==> config.mk <==
export PLATFORM = sky130hd
export DESIGN_NAME = branch_update_queue
export DESIGN_NICKNAME = d
export VERILOG_FILES = /design/src/rtl/branch_update_queue.sv
export SDC_FILE = /design/constraint.sdc
export NUM_CORES = 1
export LEC_CHECK = 0
export ABC_AREA = 1
export CORE_MARGIN = 2
export CORE_UTILIZATION = 45
export DETAILED_ROUTE_END_ITERATION = 7
export GPL_TIMING_DRIVEN = 0
export SYNTH_ARGS = -nofsm -noshare
export SYNTH_HDL_FRONTEND = slang
export SYNTH_SLANG_ARGS = --single-unit
==> constraint.sdc <==
create_clock -name clk -period 5.1 [get_ports clk]
set_input_delay 0.765 -clock clk [delete_from_list [all_inputs] [get_ports clk]]
set_output_delay 0.765 -clock clk [all_outputs]
set_load 0.005 [all_outputs]
==> src/rtl/branch_update_queue.sv <==
// In-order branch update queue: records predictions at fetch, accepts out-of-order
// resolutions from execute, and retires entries in allocation order to update the predictor.
module branch_update_queue #(
    parameter int DEPTH = 16,
    parameter int PTR_W = $clog2(DEPTH)
) (
    input  logic             clk,
    input  logic             rst,
    input  logic             alloc_valid,
    input  logic [31:0]      alloc_pc,
    input  logic             alloc_pred1,
    input  logic             alloc_pred2,
    input  logic             alloc_final,
    output logic             alloc_ready,
    output logic [PTR_W-1:0] alloc_tag,
    input  logic             resolve_valid,
    input  logic [PTR_W-1:0] resolve_tag,
    input  logic             resolve_taken,
    input  logic [31:0]      resolve_target,
    input  logic             flush,
    output logic             branch_commit,
    output logic [31:0]      branch_taken_pc,
    output logic             branch_taken,
    output logic             prediction_1,
    output logic             prediction_2,
    output logic             mispredict,
    output logic [31:0]      redirect_pc
);

    localparam logic [PTR_W:0] FULL = (PTR_W + 1)'(DEPTH);

    logic              valid_q    [DEPTH];
    logic              resolved_q [DEPTH];
    logic [31:0]       pc_q       [DEPTH];
    logic              pred1_q    [DEPTH];
    logic              pred2_q    [DEPTH];
    logic              final_q    [DEPTH];
    logic              taken_q    [DEPTH];
    logic [31:0]       target_q   [DEPTH];
    logic [PTR_W-1:0]  head_q;
    logic [PTR_W-1:0]  tail_q;
    logic [PTR_W:0]    count_q;

    logic do_alloc;
    logic do_resolve;
    logic do_pop;

    assign alloc_ready = (count_q != FULL);
    assign alloc_tag   = tail_q;

    // Pop looks only at start-of-cycle state, so a same-cycle resolve waits one cycle.
    always_comb begin
        do_alloc   = alloc_valid && alloc_ready && !flush;
        do_resolve = resolve_valid && !flush && valid_q[resolve_tag] && !resolved_q[resolve_tag];
        do_pop     = valid_q[head_q] && resolved_q[head_q] && !flush;
    end

    always_ff @(posedge clk) begin
        if (rst || flush) begin
            for (int i = 0; i < DEPTH; i++) begin
                valid_q[i]    <= 1'b0;
                resolved_q[i] <= 1'b0;
            end
            head_q  <= '0;
            tail_q  <= '0;
            count_q <= '0;
        end else begin
            // Alloc targets an invalid slot and pop a resolved one, so the three never collide.
            if (do_alloc) begin
                valid_q[tail_q]    <= 1'b1;
                resolved_q[tail_q] <= 1'b0;
                tail_q             <= tail_q + PTR_W'(1);
            end
            if (do_resolve) begin
                resolved_q[resolve_tag] <= 1'b1;
            end
            if (do_pop) begin
                valid_q[head_q]    <= 1'b0;
                resolved_q[head_q] <= 1'b0;
                head_q             <= head_q + PTR_W'(1);
            end
            case ({do_alloc, do_pop})
                2'b10:   count_q <= count_q + (PTR_W + 1)'(1);
                2'b01:   count_q <= count_q - (PTR_W + 1)'(1);
                default: count_q <= count_q;
            endcase
        end
    end

    // Payload storage needs no reset; the valid bits qualify it.
    always_ff @(posedge clk) begin
        if (do_alloc) begin
            pc_q[tail_q]    <= alloc_pc;
            pred1_q[tail_q] <= alloc_pred1;
            pred2_q[tail_q] <= alloc_pred2;
            final_q[tail_q] <= alloc_final;
        end
        if (do_resolve) begin
            taken_q[resolve_tag]  <= resolve_taken;
            target_q[resolve_tag] <= resolve_target;
        end
    end

    always_ff @(posedge clk) begin
        if (rst) begin
            branch_commit   <= 1'b0;
            branch_taken_pc <= '0;
            branch_taken    <= 1'b0;
            prediction_1    <= 1'b0;
            prediction_2    <= 1'b0;
            mispredict      <= 1'b0;
            redirect_pc     <= '0;
        end else begin
            branch_commit <= do_pop;
            mispredict    <= do_pop && (final_q[head_q] != taken_q[head_q]);
            if (do_pop) begin
                branch_taken_pc <= pc_q[head_q];
                branch_taken    <= taken_q[head_q];
                prediction_1    <= pred1_q[head_q];
                prediction_2    <= pred2_q[head_q];
                redirect_pc     <= taken_q[head_q] ? target_q[head_q] : pc_q[head_q] + 32'd4;
            end
        end
    end

endmodule
### Word-level counts from Yosys, hierarchy flattened

Memories as Yosys holds them, arrays and structs flattened. A register that Yosys moved wholly into a read port is not among the register bits.
Cells that the tools add are included.

| cells by class | value |
|---|---|
| add/sub/neg operators | 5 |
| equality and inequality tests | 4 |
| muxes and demuxes | 42 |
| reduce and logical (&&, ||, !) cells | 17 |

Operator list:

| operator | count |
|---|---|
| 4-bit 2-to-1 mux | 17 |
| 32-bit by 3-bit adder with 32-bit output, second input constant | 1 |
| 32-bit 2-to-1 mux | 1 |
| 1-bit 2-to-1 mux | 23 |
| 5-bit case mux with 2 select lines | 1 |
| 4-bit by 1-bit adder with 4-bit output, second input constant | 2 |
| 1-bit logical AND | 8 |
| 5-bit by 1-bit adder with 5-bit output, second input constant | 1 |
| 5-bit inequality test, second input constant | 1 |
| 1-bit OR reduction | 5 |
| 5-bit by 1-bit subtractor with 5-bit output, second input constant | 1 |
| 2-bit by 1-bit == test with 1-bit output, second input constant | 1 |
| 2-bit == test, second input constant | 1 |
| 1-bit zero test | 2 |
| 2-bit nonzero test | 1 |
| 1-bit logical OR | 1 |
| 1-bit inequality test | 1 |

| word-level totals | value |
|---|---|
| flip-flop bits (word level) | 80 |
| RAM bits | 1,120 |
| bits of input ports | 77 |
| output and inout bits | 74 |
| logic and storage cells | 84 |
| memories kept | 8 |

Memory list:

| name | depth | width | read ports | clocked after Yosys merged registers in | wr ports | line | source |
|---|---|---|---|---|---|---|---|
| pc_q | 16 | 32 | 1 | 1 | 1 | 34 | `logic [31:0] pc_q [DEPTH];` |
| target_q | 16 | 32 | 1 | 1 | 1 | 39 | `logic [31:0] target_q [DEPTH];` |
| final_q | 16 | 1 | 1 | 1 | 1 | 37 | `logic final_q [DEPTH];` |
| pred1_q | 16 | 1 | 1 | 1 | 1 | 35 | `logic pred1_q [DEPTH];` |
| pred2_q | 16 | 1 | 1 | 1 | 1 | 36 | `logic pred2_q [DEPTH];` |
| resolved_q | 16 | 1 | 2 | 1 | 16 | 33 | `logic resolved_q [DEPTH];` |
| +2 memories | - | - | - | - | - | - |  |

### Longest topological paths before layout

| depth | value |
|---|---|
| depth in word-level cells | 9 |
| depth in mapped cells | 24 |
| mapped depth without buffers | 20 |

### Worst setup path before layout

OpenSTA, ideal clock, no wires.

| timing path | value |
|---|---|
| path kind | input to register |
| from | input resolve_tag[1] |
| to | memory taken_q[6], enable pin |
| library setup time | 0.509 ns |
| arrival time | 5.014 ns |
| required time | 4.591 ns |
| slack | -0.424 ns |
| stages on the path | 10 |
| buffers on the path | 2 |
| path through | inv_1 -> nor2_1 -> clkbuf_1 -> a22oi_1 -> o221ai_1 -> nand2_1 -> nand4_1 -> nand2_1 -> clkbuf_1 -> nor4_1 |

| on the way | value |
|---|---|
| cells in the longest elaborated chain, start to end | 5 |
| elaborated cells on any way between the ends | 7 |
| those cells by class | mux: 2; reduce/logical: 3; memory: 2 |

RTL lines:

| item | line | source |
|---|---|---|
| start: declaration | 17 | `input logic [PTR_W-1:0] resolve_tag,` |
| memory 16 x 1 bit (on tied branches) | - |  |
| 1-bit logical AND / 1-bit zero test (equally long branches) | 54 | `do_resolve = resolve_valid && !flush && valid_q[resolve_tag] && !resolved_q[resolve_tag];` |
| 1-bit logical AND | 54 |  |
| 1-bit 2-to-1 mux | 98 | `if (do_resolve) begin` |
| 1-bit 2-to-1 mux (not written as such) | 99 | `taken_q[resolve_tag] <= resolve_taken;` |
| end: declaration | 38 | `logic taken_q [DEPTH];` |

Parallel ways exist; a longest one is shown, timed or not.

### Worst setup path in the final report

| timing path | value |
|---|---|
| from | input resolve_tag[1] |
| to | memory target_q[14][8], enable pin |

| on the way | value |
|---|---|
| cells in the longest elaborated chain, start to end | 5 |
| elaborated cells on any way between the ends | 7 |
| those cells by class | mux: 2; reduce/logical: 3; memory: 2 |

RTL lines:

| item | line | source |
|---|---|---|
| memory 16 x 1 bit (on tied branches) | - |  |
| 1-bit logical AND / 1-bit zero test (equally long branches) | 54 |  |
| 1-bit logical AND | 54 |  |
| 1-bit 2-to-1 mux | 98 |  |
| 1-bit 2-to-1 mux (not written as such) | 100 | `target_q[resolve_tag] <= resolve_target;` |
| end: declaration | 39 |  |

Parallel ways exist; a longest one is shown, timed or not.

==> metrics <==
count of non-filler cells in the finished layout 6117; endpoint of the most critical register-to-register path count_q[4]; Max Slew Vio Count 0; Int Power 0.01604 W; Routed met2 length 74130 µm; worst-case register-to-register setup slack 360 ps; dominant synthesized flop cell sky130_fd_sc_hd__edfxtp_1; core footprint 108600 µm²; most instantiated library cell after synthesis sky130_fd_sc_hd__edfxtp_1; WS Path Type input port to register; CTS sink cnt 1206; terminating pin of the worst hold path count_q[4]; hold slack final 469.4 ps; met1 wire length 69730 µm; transition at the pin with the smallest max-transition slack 1209 ps; arrival time at the worst endpoint 5270 ps; setup repair after global routing missed its margin false; part of the total power dissipated in combinational logic 0.018; share of synthesized area occupied by flip-flops and latches 0.7137; maximum clock skew at final layout 30.03 ps; final critical delay including setup and external delays 4806 ps; fraction of post-synthesis cell area in the top cell type by area 0.6656; pin count of the biggest net entering global routing 26; post-synthesis net count 4349; clock tree buffer depth 3; violation count after the first detailed-routing iteration 5510; number of flops mapped to enable cells by yosys 1088; y dimension of the die 334.3 µm; final estimated routing congestion in global placement 0.9177; Synth Cell Area 49090 µm²; Startpoint Class input port; number of fill cells in the layout 9226; worst hold path startpoint count_q[4]; post-cts repair resize count 0; Synth Instances 4259; switching power summed over all nets 0.004239 W; proportion of power drawn by flip-flops and latches 0.532; synthesis-to-layout area growth 17.79%; asr flop ratio synth 0; CTS tree done; Die ar. 111700 µm²; total chip power 0.02028 W; GRT Resource Usage Total 0.3029; via count of the first global-routing pass 33.50k; # IOs 151; Skew-Pair Late Insertion Delay 750 ps; VDD IR-drop max 0.2770 mV; Core Util, Final 0.5327; CTS H-tree lvls 4; library cell occupying the most area in the post-synthesis netlist sky130_fd_sc_hd__edfxtp_1; DRC violations left 0; cell count after placement 5874; per-cell via count in the routed design 5.962; final setup vio count 0; net count of the finished layout 4682; Inserted Clock Buffers 130; Post-CTS Setup Bufs 0; Peak Freq 208.1 MHz; switching fraction of total power 0.2090; Hold Path Cell Cnt 1; via count of the routed design 36.47k; max layer used met5; hold buffers post-CTS 0; num rows 121; areal power density over the cells 350.7 nW/µm²; DR pass1 iterations 8; clock share of power 0.450; wire length per cell 27.99 µm; number of distinct library cells after synthesis 42; Yosys warnings 0; Routed met3 length 21110 µm; max-capacitance violation count 0; LEAKAGE 20.34 nW; Final Hold Vio Count 0; root buffer selected by CTS sky130_fd_sc_hd__clkbuf_16; Die Span X 334.3 µm; number of routed nets with antenna violations 0; mean cell area of the mapped netlist 11.53 µm²; worst min path class register to register; ratio of cells with drive above 1 in the final layout 0.08750; total gr overflow 0; overall routed net length 171200 µm; final HPWL from detailed placement 115800 µm; wire length of the first global-routing pass 241000 µm; Slew Limit Headroom 0.1941; required time reported for the critical path endpoint 5560 ps; top cells by area in the synthesized netlist sky130_fd_sc_hd__edfxtp_1 (67%), sky130_fd_sc_hd__nand2_1 (5.8%), sky130_fd_sc_hd__o21ai_0 (4.8%); register bit count reported by yosys 1206; commonest cells in the netlist sky130_fd_sc_hd__edfxtp_1 (1088), sky130_fd_sc_hd__nand2_1 (756), sky130_fd_sc_hd__nor2_1 (531); worst r2r path cells 21; Port Buffers 148; setup_tns 0 ps; final worst path period share 0.9423; biggest fanout along the worst timing path 20; antenna violations before repair 13; initial cell density of the core 0.4522; critical path endpoint category register; run status completed; CTS clock-pin slew for the worst setup and hold paths 50 ps
==> layer usage <==
layer,global-route usage,vias to the layer above
li1,-,15838
met1,0.4379,17914
met2,0.4456,2359
met3,0.06999,346
met4,0.1137,12
met5,0,-
==> worst max-delay path: stages <==
cell                              delay, ps
sky130_fd_sc_hd__clkdlybuf4s50_1        540
sky130_fd_sc_hd__inv_1                  130
sky130_fd_sc_hd__nor2_1                 210
sky130_fd_sc_hd__clkbuf_1               550
sky130_fd_sc_hd__a22oi_1                240
sky130_fd_sc_hd__a21oi_1                320
sky130_fd_sc_hd__nor3_1                  90
sky130_fd_sc_hd__nand2_1                160
sky130_fd_sc_hd__clkbuf_1               560
sky130_fd_sc_hd__clkbuf_1               960
sky130_fd_sc_hd__nor2_4                 390
sky130_fd_sc_hd__buf_12                 300
==> cells by family after synthesis <==
kind of cell	Yosys count	share of synthesized area
simple gates	1632	0.1343
flops	1206	0.7137
compound gates	906	0.1039
buf+inv	488	0.04223
xor+xnor	14	0.002498
fa+ha+maj	13	0.003314
==> stage by stage <==
step | cell area, µm² | setup slack (ps)
after global routing | 57820 | 69.25
after floorplan | 49090 | 486.2
after CTS | 57810 | 441.3
after global placement | 52350 | -3855
after detailed placement | 53720 | -205.8
final | 57820 | 294.3
==> layout make-up <==
type                            instances  area (µm²)  share of cell area
Antenna cell                            6       15.01           0.0002597
Buffer                                265        1236             0.02138
Clock buffer                          166        3516             0.06081
Clock inverter                         71       568.0            0.009824
Inverter                              223       837.1             0.01448
Multi-Input combinational cell       2565       12230              0.2115
Sequential cell                      1206       35030              0.6059
Tap cell                             1414        1769             0.03060
Timing Repair Buffer                  201        2620             0.04531
==> placed cells by master (no fill, tap or decap), drive strengths merged, types with 13 or more instances in the layout <==
cell           netlist  routed
o221ai              62      62
nand3              306     306
o21ai              533     533
clkinv               6      58
clkbuf             128     294
dfxtp              118     118
ha                  13      13
nand2              757     757
a31oi               22      22
edfxtp            1088    1088
nor2               539     539
o211ai              30      30
clkdlybuf4s50        0     148
buf                137     190
a21oi              106     106
inv                217     226
o22ai              131     131
==> worst max-delay path by stage <==
stage | from | endpoint | slack [ps]
after floorplan | resolve_tag[1] | taken_q[13] | 490
after global placement | resolve_tag[1] | target_q[13][31] | -3850
after detailed placement | resolve_tag[1] | target_q[3][11] | -210
after CTS | register | count_q[4] | 440
after global routing | register | count_q[4] | 70
final | resolve_tag[1] | target_q[14][8] | 290
==> power groups by stage <==
| stage | logic [W] | registers (W) | clock network (W) |
|---|---|---|---|
| after floorplan | 0.0000999 | 0.0110 | 0 |
| after detailed placement | 0.000354 | 0.0110 | 0 |
| final | 0.000366 | 0.0108 | 0.00912 |
| after global routing | 0.000389 | 0.0108 | 0.00956 |
| after CTS | 0.000355 | 0.0108 | 0.00917 |
| after global placement | 0.000336 | 0.0110 | 0 |
==> state kept, by name, indices dropped and copies added, names as in the netlist, named ones only <==
name	cells
target_q	512
mispredict	1
count_q	5
prediction_1	1
branch_commit	1
prediction_2	1
valid_q	16
final_q	16
branch_taken	1
branch_taken_pc	32
pred2_q	16
resolved_q	16
pred1_q	16
alloc_tag	4
redirect_pc	32
pc_q	512
head_q	4
taken_q	16
(Power assumes the default switching activity.)
